**config.mk**
```make
export PLATFORM = sky130hd
export DESIGN_NAME = stopwatch_lap_ctrl
export DESIGN_NICKNAME = d
export VERILOG_FILES = /design/src/rtl/stopwatch_lap_ctrl.sv
export SDC_FILE = /design/constraint.sdc
export NUM_CORES = 1
export LEC_CHECK = 0
export ABC_AREA = 1
export BUFFER_PORTS_ARGS = -buffer_cell sky130_fd_sc_hd__buf_2
export CAP_MARGIN = 20
export CORE_UTILIZATION = 35
export CTS_BUF_LIST = sky130_fd_sc_hd__clkbuf_8 sky130_fd_sc_hd__clkbuf_16
export DETAILED_ROUTE_END_ITERATION = 6
export SLEW_MARGIN = 30
export SYNTH_ARGS = -nofsm -noshare
export SYNTH_HDL_FRONTEND = slang
export SYNTH_SLANG_ARGS = --single-unit
```
**constraint.sdc**
```tcl
create_clock -name clk -period 3.8 [get_ports clk]
set_clock_uncertainty 0.05 [all_clocks]
set_input_delay 0.19 -clock clk [delete_from_list [all_inputs] [get_ports clk]]
set_output_delay 0.19 -clock clk [all_outputs]
set_load 0.01 [all_outputs]
```
**src/rtl/stopwatch_lap_ctrl.sv**
```systemverilog
// Stopwatch sequencer: prescaled run/pause/idle counter with a show-ahead lap FIFO.
// Commands are single-cycle pulses sampled on posedge clk; all outputs are registered state.
module stopwatch_lap_ctrl #(
   parameter int WIDTH = 4,
   parameter int DIV   = 2,
   parameter int LAPS  = 4
) (
   input  logic             clk,
   input  logic             rst,
   input  logic             start,
   input  logic             stop,
   input  logic             clear,
   input  logic             lap,
   input  logic             lap_rd,
   output logic [WIDTH-1:0] count,
   output logic             running,
   output logic             tick,
   output logic [WIDTH-1:0] lap_data,
   output logic             lap_valid,
   output logic             lap_full,
   output logic             lap_drop,
   output logic             wrapped
);

   localparam int PW = (DIV > 1) ? $clog2(DIV) : 1;
   localparam int AW = $clog2(LAPS);
   localparam logic [PW-1:0] PRE_MAX = PW'(DIV - 1);
   localparam logic [AW:0]   OCC_MAX = (AW + 1)'(LAPS);

   localparam logic [1:0] S_IDLE  = 2'd0;
   localparam logic [1:0] S_RUN   = 2'd1;
   localparam logic [1:0] S_PAUSE = 2'd2;

   logic [1:0]       state_q, state_d;
   logic [PW-1:0]    pre_q, pre_d;
   logic [WIDTH-1:0] count_q, count_d;
   logic             tick_q, tick_d;
   logic             wrapped_q, wrapped_d;
   logic             drop_q, drop_d;
   logic [AW-1:0]    wr_ptr_q, wr_ptr_d;
   logic [AW-1:0]    rd_ptr_q, rd_ptr_d;
   logic [AW:0]      occ_q, occ_d;
   logic [WIDTH-1:0] mem_q [LAPS];

   logic lap_req, push, pop;

   always_comb begin
      state_d   = state_q;
      pre_d     = pre_q;
      count_d   = count_q;
      tick_d    = 1'b0;
      wrapped_d = wrapped_q;
      drop_d    = 1'b0;
      wr_ptr_d  = wr_ptr_q;
      rd_ptr_d  = rd_ptr_q;
      occ_d     = occ_q;

      lap_req = lap && !clear && ((state_q == S_RUN) || (state_q == S_PAUSE));
      pop     = lap_rd && (occ_q != '0) && !clear;
      // A full FIFO still accepts a lap when a pop frees the head in the same cycle.
      push    = lap_req && ((occ_q != OCC_MAX) || pop);

      if (clear) begin
         state_d   = S_IDLE;
         pre_d     = '0;
         count_d   = '0;
         wrapped_d = 1'b0;
         wr_ptr_d  = '0;
         rd_ptr_d  = '0;
         occ_d     = '0;
      end else begin
         case (state_q)
            S_IDLE:  if (start) state_d = S_RUN;
            S_RUN: begin
               if (stop) state_d = S_PAUSE;
               // A due increment is suppressed by stop; the prescaler then holds at its last value.
               if (pre_q == PRE_MAX) begin
                  if (!stop) begin
                     pre_d   = '0;
                     count_d = count_q + WIDTH'(1);
                     tick_d  = 1'b1;
                     if (&count_q) wrapped_d = 1'b1;
                  end
               end else begin
                  pre_d = pre_q + PW'(1);
               end
            end
            S_PAUSE: if (start) state_d = S_RUN;
            default: state_d = S_IDLE;
         endcase

         drop_d = lap_req && !push;
         if (push) wr_ptr_d = wr_ptr_q + AW'(1);
         if (pop)  rd_ptr_d = rd_ptr_q + AW'(1);
         occ_d = occ_q + (AW + 1)'(push) - (AW + 1)'(pop);
      end
   end

   always_ff @(posedge clk) begin
      if (rst) begin
         state_q   <= S_IDLE;
         pre_q     <= '0;
         count_q   <= '0;
         tick_q    <= 1'b0;
         wrapped_q <= 1'b0;
         drop_q    <= 1'b0;
         wr_ptr_q  <= '0;
         rd_ptr_q  <= '0;
         occ_q     <= '0;
      end else begin
         state_q   <= state_d;
         pre_q     <= pre_d;
         count_q   <= count_d;
         tick_q    <= tick_d;
         wrapped_q <= wrapped_d;
         drop_q    <= drop_d;
         wr_ptr_q  <= wr_ptr_d;
         rd_ptr_q  <= rd_ptr_d;
         occ_q     <= occ_d;
      end
   end

   // Lap storage needs no reset: reads are masked to 0 while the FIFO is empty.
   always_ff @(posedge clk) begin
      if (push) mem_q[wr_ptr_q] <= count_q;
   end

   assign count     = count_q;
   assign running   = (state_q == S_RUN);
   assign tick      = tick_q;
   assign lap_valid = (occ_q != '0);
   assign lap_full  = (occ_q == OCC_MAX);
   assign lap_drop  = drop_q;
   assign wrapped   = wrapped_q;
   assign lap_data  = lap_valid ? mem_q[rd_ptr_q] : '0;

endmodule

```
==> out/qor.txt, run 1 <==
status = completed
Max Slew Vio Count = 0
EDFF count, synth = 16
CTS tree = yes
Max VDD drop = 0.2092 mV
TNS Setup = 0 ns
Final min period = 2.023 ns
Syn Inst Count = 174
RePlAce Congestion = 0.7489
Setup crit start kind = register
DIE AREA = 4762 um2
row cnt = 24
hold_ws = 0.07641 ns
synthesized cell area = 1572 um2
Avg WL per Cell = 10.73 um
Synth cell types = 21
routed vias = 1151
core area = 4324 um2
Leak = 0.7552 nW
Syn. warnings = 0
first-pass GRT wire length = 4878 um
Mapped Nets = 191
sequential fraction of the synthesis area = 54.78%
Reg clk slew, reported paths = 0.06 ns
Fmax = 494.4 MHz
initial antenna violation count = 0
effective utilization at floorplan = 36.34%
layout cells sized above 1 = 17.41%
worst path buffer plus inverter count = 2
CTS Hold Buffers Added = 0
Clock Tree Buf Depth = 2
pin count of the biggest net entering global routing = 11
# diodes = 0
ANT nets after route = 0
Area Overhead vs Synth = 15.37%
CP endpoint kind = register
Synth Area in Simple Gates = 21.82%
RSZ-0062 raised after global routing = no
TritonCTS Buffers = 5
Final setup viols = 0
# Post-CTS Setup Buffers = 0
htree depth = 2
vias in the first global route = 1091
Layout Nets = 217
later-pin clock latency in the skew report = 0.28 ns
hold violation count in the final report = 0
worst slew pin tran = 0.3732 ns
CTS Sinks = 35
Post-DP HPWL = 2026 um
routed vias/inst = 4.549
clock root buffer = clkbuf_8
delay-heaviest family, CP = adder cells
relative slew slack = 75.03%
Top FF cell, synth = dfxtp_1
Die X = 69.01 um
async set-reset flop share out of synthesis = 0%
#FFs+latches synth = 35
total gr overflow = 0
mux cell area share after synthesis = 0%
largest family of logic cells by synthesized area = simple AND/OR/NAND/NOR gates
GRT Total Usage = 12.94%
drt pass-1 iters = 4
max_cap viols = 0
Pwr per Cell Area = 376.4 nW/um2
post-detailed-route DRC marker count = 0
DRT Wirelength = 2714 um
post-synthesis share of cell area spent on xor and xnor gates = 0.5573%
Critical Path RT = 3.93 ns
critical path's largest stage delay = 0.40 ns
fin crit share = 53.23%
HP Class = in2reg
CP max-delay cell = fa_1
crit-path cells = inv_1 > ha_1 > nand2_1 > nor2_1 > nand3_1 > nand2_1 > ha_1 > fa_1 > inv_1 > nor2_1
synth top area cells = edfxtp_1, dfxtp_1, nor2_1, ha_1, nand2_1
adder-cell area share of the yosys netlist = 8.439%
cts repair resizes = 0
synthesized area per cell = 9.032 um2
critical path peak fanout = 7
Synth top area share = 30.57%
I/O pin cnt = 21
R2R setup slack = 1.78 ns
WP data arrival = 2.15 ns
Synth area leader = edfxtp_1
DR iter-0 viols = 42
Port Buffer Count = 20
Synth Area in Compound Gates = 7.723%
Die Y = 69.01 um
Setup CP Type = reg2reg
[synth_stat cells, types with 2 or more instances]
cell type and instances:
inv_1 25, nand2_2 2, ha_1 9, o21ai_0 9
a21oi_1 12, nand3_1 8, dfxtp_1 19, edfxtp_1 16
nand3_2 2, nor2_4 2, nand2_1 26, nor2_1 35
[path summary, 6_finish.rpt]
check / from / end / depth (start not counted)
max: state_q[0]$_SDFFE_PP0P_ / occ_q[1]$_SDFF_PP0_ / 10
min: rst / lap_drop$_SDFF_PP0_ / 2
max reg2reg: state_q[0]$_SDFFE_PP0P_ / occ_q[1]$_SDFF_PP0_ / 10
min reg2reg: wrapped$_SDFFE_PP0P_ / wrapped$_SDFFE_PP0P_ / 2
[placed cells by master (no fill, tap or decap)]
cell type,n
nor2_1,35
a21oi_2,1
inv_4,1
fa_1,1
dfxtp_1,19
nand2_2,2
nor3b_1,1
clkinv_2,1
ha_1,9
edfxtp_1,16
nor2_4,2
nand2_1,26
buf_2,20
nand3_2,2
nor2_2,1
nand3_1,8
xor2_1,1
clkbuf_8,5
o21ai_0,9
a21oi_1,12
nor3_1,1
o21bai_1,1
inv_1,27
[stage by stage]
step                      worst slack (ns)  instances  utilization (%)  cell area [um2]  power (mW)
after floorplan                      1.900        174                -             1572      0.4322
after global placement               1.804        245            40.05             1732      0.4440
after detailed placement             1.774        245            40.05             1732      0.4441
after CTS                            1.767        253            41.93             1813      0.6941
after global routing                 1.581        253            41.93             1813      0.7183
final                                1.777        253            41.93             1813      0.6824
[routing by layer]
layer,wire length (um),global-route usage [%]
met1,1286,16.54
met2,1230,20.06
met3,145,4.240
met4,51,5.442
met5,0,0
[worst register-to-register path, cell delays in order (launching register included)]
cell and delay, ns:
dfxtp_1 0.33, inv_1 0.07, ha_1 0.28, nand2_1 0.06, nor2_1 0.30, nand3_1 0.12, nand2_1 0.07, ha_1 0.15
fa_1 0.40, inv_1 0.06, nor2_1 0.03
[logic make-up (layout without fill, tap and decap cells)]
logic type / after synthesis / after routing
AOI/OAI and AO/OA: 23 / 23
xor gates and xnor gates: 1 / 1
adders and majority gates: 10 / 10
buffers and inverters: 27 / 54
DFF: 35 / 35
and+or+nand+nor: 78 / 78
[power by group]
part	internal, mW	total, mW	switching, mW
clock	0.123	0.247	0.124
combinational	0.0137	0.0369	0.0232
sequential	0.395	0.399	0.00332
total	0.532	0.682	0.150
[state kept, by name (all words and copies together) (netlist names), named ones only]
| name | cells |
|---|---|
| mem_q | 16 |
| count | 4 |
| occ_q | 3 |
| rd_ptr_q | 2 |
| state_q | 2 |
| wr_ptr_q | 2 |
| lap_drop | 1 |
| pre_q | 1 |
| tick | 1 |
| wrapped | 1 |
[final cells by class]
class	instances	area (um2)
fillers	434	2511
repair buffers	20	100.1
flip-flops and latches	35	860.8
multi-input cells	112	605.6
clock buffers	5	68.82
clock inverters	3	12.51
inverters	26	100.1
well taps	52	65.06
Note: power is estimated with default switching activity, not from simulation.
==> run 2: changes to the inputs <==
==> constraint.sdc (replaced) <==
create_clock -name clk -period 1.65 [get_ports clk]
set_clock_uncertainty 0.05 [all_clocks]
set_input_delay 0.0825 -clock clk [delete_from_list [all_inputs] [get_ports clk]]
set_output_delay 0.0825 -clock clk [all_outputs]
set_load 0.01 [all_outputs]
==> out/qor.txt, run 2 (synthesis gave the netlist of run 1 again) <==
crit-path cells = inv_2 > ha_4 > nand2_4 > nor2_4 > nand3_2 > nand2_1 > ha_2 > fa_2 > inv_2 > nor2_1
Leak = 0.8605 nW
max FFs per register = 16
relative slew slack = 78.20%
GRT Total Usage = 13.48%
hold violation count in the final report = 0
RePlAce Congestion = 0.7206
initial antenna violation count = 0
status = finished, violations left
post-detailed-route DRC marker count = 0
max_cap viols = 0
reg2reg end = occ_q[1]$_SDFF_PP0_
commonest non-fill, non-tap cells in the layout = nor2_1, nand2_1, inv_1
Setup crit start kind = register
RR Startpoint = state_q[0]$_SDFFE_PP0P_
TritonCTS Buffers = 5
R2R setup slack = -0.11 ns
Critical Path RT = 1.79 ns
failing checks = setup timing
fin crit share = 106.5%
DIE AREA = 4762 um2
layout cells sized above 1 = 32.42%
critical path peak fanout = 2
Final min period = 1.757 ns
Power, Total = 1.798 mW
critical path startpoint = state_q[0]$_SDFFE_PP0P_
htree depth = 2
Max VDD drop = 0.5327 mV
WP data arrival = 1.89 ns
I/O pin cnt = 21
Avg WL per Cell = 10.44 um
fin util = 47.14%
# diodes = 0
worst slew pin tran = 0.3266 ns
ANT nets after route = 0
CP max-delay cell = fa_2
DR iter-0 viols = 33
non-filler instance count after layout = 271
Final setup viols = 2
Clock Tree Buf Depth = 2
placed instance count = 260
clock root buffer = clkbuf_8
vias in the first global route = 1134
CP endpoint kind = register
Reg clk slew, reported paths = 0.07 ns
setup ws final = -0.1072 ns
Port Buffer Count = 20
Hold Path Sink = tick$_SDFF_PP0_
delay-heaviest family, CP = adder cells
Max Slew Vio Count = 0
Setup CP Type = reg2reg
total gr overflow = 0
Area Overhead vs Synth = 29.70%
CTS Sinks = 35
routed vias/inst = 4.314
worst path buffer plus inverter count = 2
Layout Nets = 235
Die X = 69.01 um
core area = 4324 um2
Worst path most repeated cell = inv_2
Post-DP HPWL = 2214 um
row cnt = 24
pin count of the biggest net entering global routing = 13
HP Class = in2reg
R2R cell count = 10
Hold Path Depth = 4
Biggest register = mem_q
Pwr per Cell Area = 882.0 nW/um2
routed vias = 1169
drt pass-1 iters = 4
critical path's largest stage delay = 0.44 ns
Die Y = 69.01 um
CTS tree = yes
most common cell after layout, fill and taps aside = nor2_1
RSZ-0062 raised after global routing = yes
FILL cells = 447
effective utilization at floorplan = 36.34%
first-pass GRT wire length = 5009 um
TNS Setup = -0.1494 ns
Fmax = 569.1 MHz
later-pin clock latency in the skew report = 0.29 ns
DRT Wirelength = 2830 um
Hold Path Origin = stop
[run 2: per-layer routing]
metal | track usage (%) | part of all wire [%]
met5 | 0 | 0
met1 | 15.61 | 44
met2 | 22.11 | 48
met3 | 4.532 | 6.0
met4 | 6.803 | 2.0
[run 2: cell type report]
cell class,count,area (um2),area share (%)
sequential,35,864.6,42.42
tap,52,65.06,3.192
clock buffer,5,68.82,3.376
multi-input combinational,112,658.1,32.29
timing repair buffer,38,237.7,11.66
clock inverter,3,43.79,2.149
inverter,26,100.1,4.911
[run 2: worst max path at each step]
stage | endpoint | depth (start not counted)
finish | occ_q[1]$_SDFF_PP0_ | 10
global route | occ_q[1]$_SDFF_PP0_ | 10
detailed placement | occ_q[1]$_SDFF_PP0_ | 10
floorplan | occ_q[1]$_SDFF_PP0_ | 10
CTS | occ_q[1]$_SDFF_PP0_ | 10
global placement | occ_q[1]$_SDFF_PP0_ | 10
[run 2: power by group]
group	switching [mW]	internal, mW
logic	0.0629	0.0532
clock network	0.313	0.449
registers	0.00839	0.910
[run 2: worst reg2reg max path, cell delays in order, from the launching register on]
cell	delay (ns)
dfxtp_2	0.34
inv_2	0.05
ha_4	0.26
nand2_4	0.05
nor2_4	0.08
nand3_2	0.06
nand2_1	0.07
ha_2	0.17
fa_2	0.44
inv_2	0.05
nor2_1	0.03
[run 2: what timing repair did]
item / in CTS / in global routing
endpoints found under the hold margin: 1 / 0
resized for setup: 2 / 6
buffers inserted: 1 / 1
hold buffers: 1 / 0
setup endpoints to repair: 4 / 22
pin swaps: 4 / 4
[run 2: stage by stage]
step / cell area, um2 / hold WS (ns) / setup slack (ns)
final: 2038 / 0.08727 / -0.1072
after detailed placement: 1879 / 0.2522 / -0.1379
after global routing: 2038 / 0.1215 / -0.1586
after floorplan: 1607 / 0.1086 / -0.1239
after global placement: 1879 / 0.2608 / -0.08522
after CTS: 2019 / 0.08475 / -0.1250
==> run 3: changes to the inputs <==
--- a/config.mk
+++ b/config.mk
@@ -11,6 +11,7 @@
 export CORE_UTILIZATION = 35
 export CTS_BUF_LIST = sky130_fd_sc_hd__clkbuf_8 sky130_fd_sc_hd__clkbuf_16
 export DETAILED_ROUTE_END_ITERATION = 6
+export SETUP_SLACK_MARGIN = 0.5
 export SLEW_MARGIN = 30
 export SYNTH_ARGS = -nofsm -noshare
 export SYNTH_HDL_FRONTEND = slang
==> constraint.sdc (replaced) <==
create_clock -name clk -period 1.4 [get_ports clk]
set_clock_uncertainty 0.05 [all_clocks]
set_input_delay 0.07 -clock clk [delete_from_list [all_inputs] [get_ports clk]]
set_output_delay 0.07 -clock clk [all_outputs]
set_load 0.01 [all_outputs]
==> out/qor.txt, run 3 (synthesis gave the netlist of run 1 again) <==
DRT Wirelength = 3075 um
Critical Path RT = 1.57 ns
crit-path cells = inv_2 > ha_4 > nand2_4 > nand3_2 > nand2_2 > ha_4 > fa_2 > inv_1 > nor2_1
hold violation count in the final report = 0
WP data arrival = 1.93 ns
first-pass GRT wire length = 5244 um
pin count of the biggest net entering global routing = 12
worst slew pin tran = 0.2582 ns
post-detailed-route DRC marker count = 0
Final setup viols = 18
Max Slew Vio Count = 0
critical path startpoint = state_q[0]$_SDFFE_PP0P_
Biggest register = mem_q
Worst path most repeated cell = ha_4
setup ws final = -0.3585 ns
RePlAce Congestion = 0.7735
Port Buffer Count = 20
core area = 4324 um2
HP Class = in2reg
DP Worst Slack = -0.3637 ns
Die Y = 69.01 um
total gr overflow = 0
Reg clk slew, reported paths = 0.07 ns
Register Area = 885.9 um2
delay-heaviest family, CP = adder cells
fin crit share = 125.6%
initial antenna violation count = 0
Layout Nets = 238
DIE AREA = 4762 um2
Area Overhead vs Synth = 43.71%
drt pass-1 iters = 4
later-pin clock latency in the skew report = 0.28 ns
critical path's largest stage delay = 0.52 ns
Avg WL per Cell = 11.22 um
CP endpoint kind = register
commonest non-fill, non-tap cells in the layout = nor2_1, nand2_1, inv_1
Max VDD drop = 0.4431 mV
routed vias/inst = 4.431
relative slew slack = 82.74%
routed vias = 1214
status = finished, violations left
GRT Total Usage = 13.91%
CTS Sinks = 35
row cnt = 24
DR iter-0 viols = 20
Setup crit start kind = register
CP max-delay cell = fa_2
failing checks = setup timing
Post-DP HPWL = 2211 um
layout cells sized above 1 = 46.85%
worst path buffer plus inverter count = 2
fin util = 52.23%
Die X = 69.01 um
RSZ-0062 raised after global routing = yes
TritonCTS Buffers = 5
CP Depth = 9
area of the multi-input gates = 822.0 um2
Worst setup endpoint = occ_q[1]$_SDFF_PP0_
Clock Tree Buf Depth = 2
Pwr per Cell Area = 857.0 nW/um2
I/O pin cnt = 21
reg2reg end = occ_q[1]$_SDFF_PP0_
# diodes = 0
Leak = 0.8993 nW
ANT nets after route = 0
RR Startpoint = state_q[0]$_SDFFE_PP0P_
Final min period = 1.759 ns
R2R cell count = 9
most common cell after layout, fill and taps aside = nor2_1
R2R setup slack = -0.36 ns
CTS tree = yes
critical path peak fanout = 2
max_cap viols = 0
FILL cells = 417
Setup CP Type = reg2reg
Hold Path Depth = 4
max FFs per register = 16
Fmax = 568.7 MHz
htree depth = 2
clock root buffer = clkbuf_8
effective utilization at floorplan = 36.34%
vias in the first global route = 1194
-- run 3: tightest hold or removal path, cell delays in order --
cell and delay, ns:
buf_2 0.11, nor2_4 0.07, nand2_1 0.06, nor2_1 0.03
-- run 3: worst min path at each step --
stage	start	to	slack [ns]
floorplan	rst	lap_drop$_SDFF_PP0_	0.09
global placement	rst	lap_drop$_SDFF_PP0_	0.25
detailed placement	rst	lap_drop$_SDFF_PP0_	0.25
CTS	rst	count[2]$_SDFFE_PP0P_	0.04
global route	rst	count[2]$_SDFFE_PP0P_	0.06
finish	rst	count[2]$_SDFFE_PP0P_	0.04
-- run 3: timing repair --
action	4_1_cts	5_1_grt
hold buffers	1	0
setup buffers	5	0
hold endpoints to repair	1	0
endpoints found under the setup margin	46	46
pin swaps	17	3
gates resized for setup	46	3
-- run 3: final cells by class --
type	count	area share, %
multi-input cells	112	36.40
clock inverters	3	0.5540
inverters	26	4.654
clock buffers	5	3.047
flip-flops and latches	35	39.22
repair buffers	41	13.24
well taps	52	2.881
-- run 3: metal layers --
metal | GRT usage [%] | routed length, um
met2 | 23.19 | 1516
met5 | 0 | 0
met3 | 2.778 | 91
met1 | 17.11 | 1409
met4 | 6.803 | 58
-- run 3: stage by stage --
| step | TNS, ns | hold slack, ns | total power [mW] | cells | area (um2) |
|---|---|---|---|---|---|
| after detailed placement | -5.348 | 0.2509 | 1.250 | 260 | 1942 |
| after global placement | -4.841 | 0.2511 | 1.247 | 260 | 1942 |
| after CTS | -3.113 | 0.04031 | 1.963 | 274 | 2246 |
| final | -2.896 | 0.04275 | 1.935 | 274 | 2258 |
| after global routing | -4.516 | 0.06100 | 2.014 | 274 | 2258 |
| after floorplan | -2.351 | 0.08951 | 1.193 | 174 | 1675 |
-- run 3: power breakdown --
| part | internal [mW] | switching, mW |
|---|---|---|
| logic | 0.0920 | 0.102 |
| registers | 1.07 | 0.00887 |
| clock network | 0.334 | 0.334 |
| total | 1.49 | 0.444 |
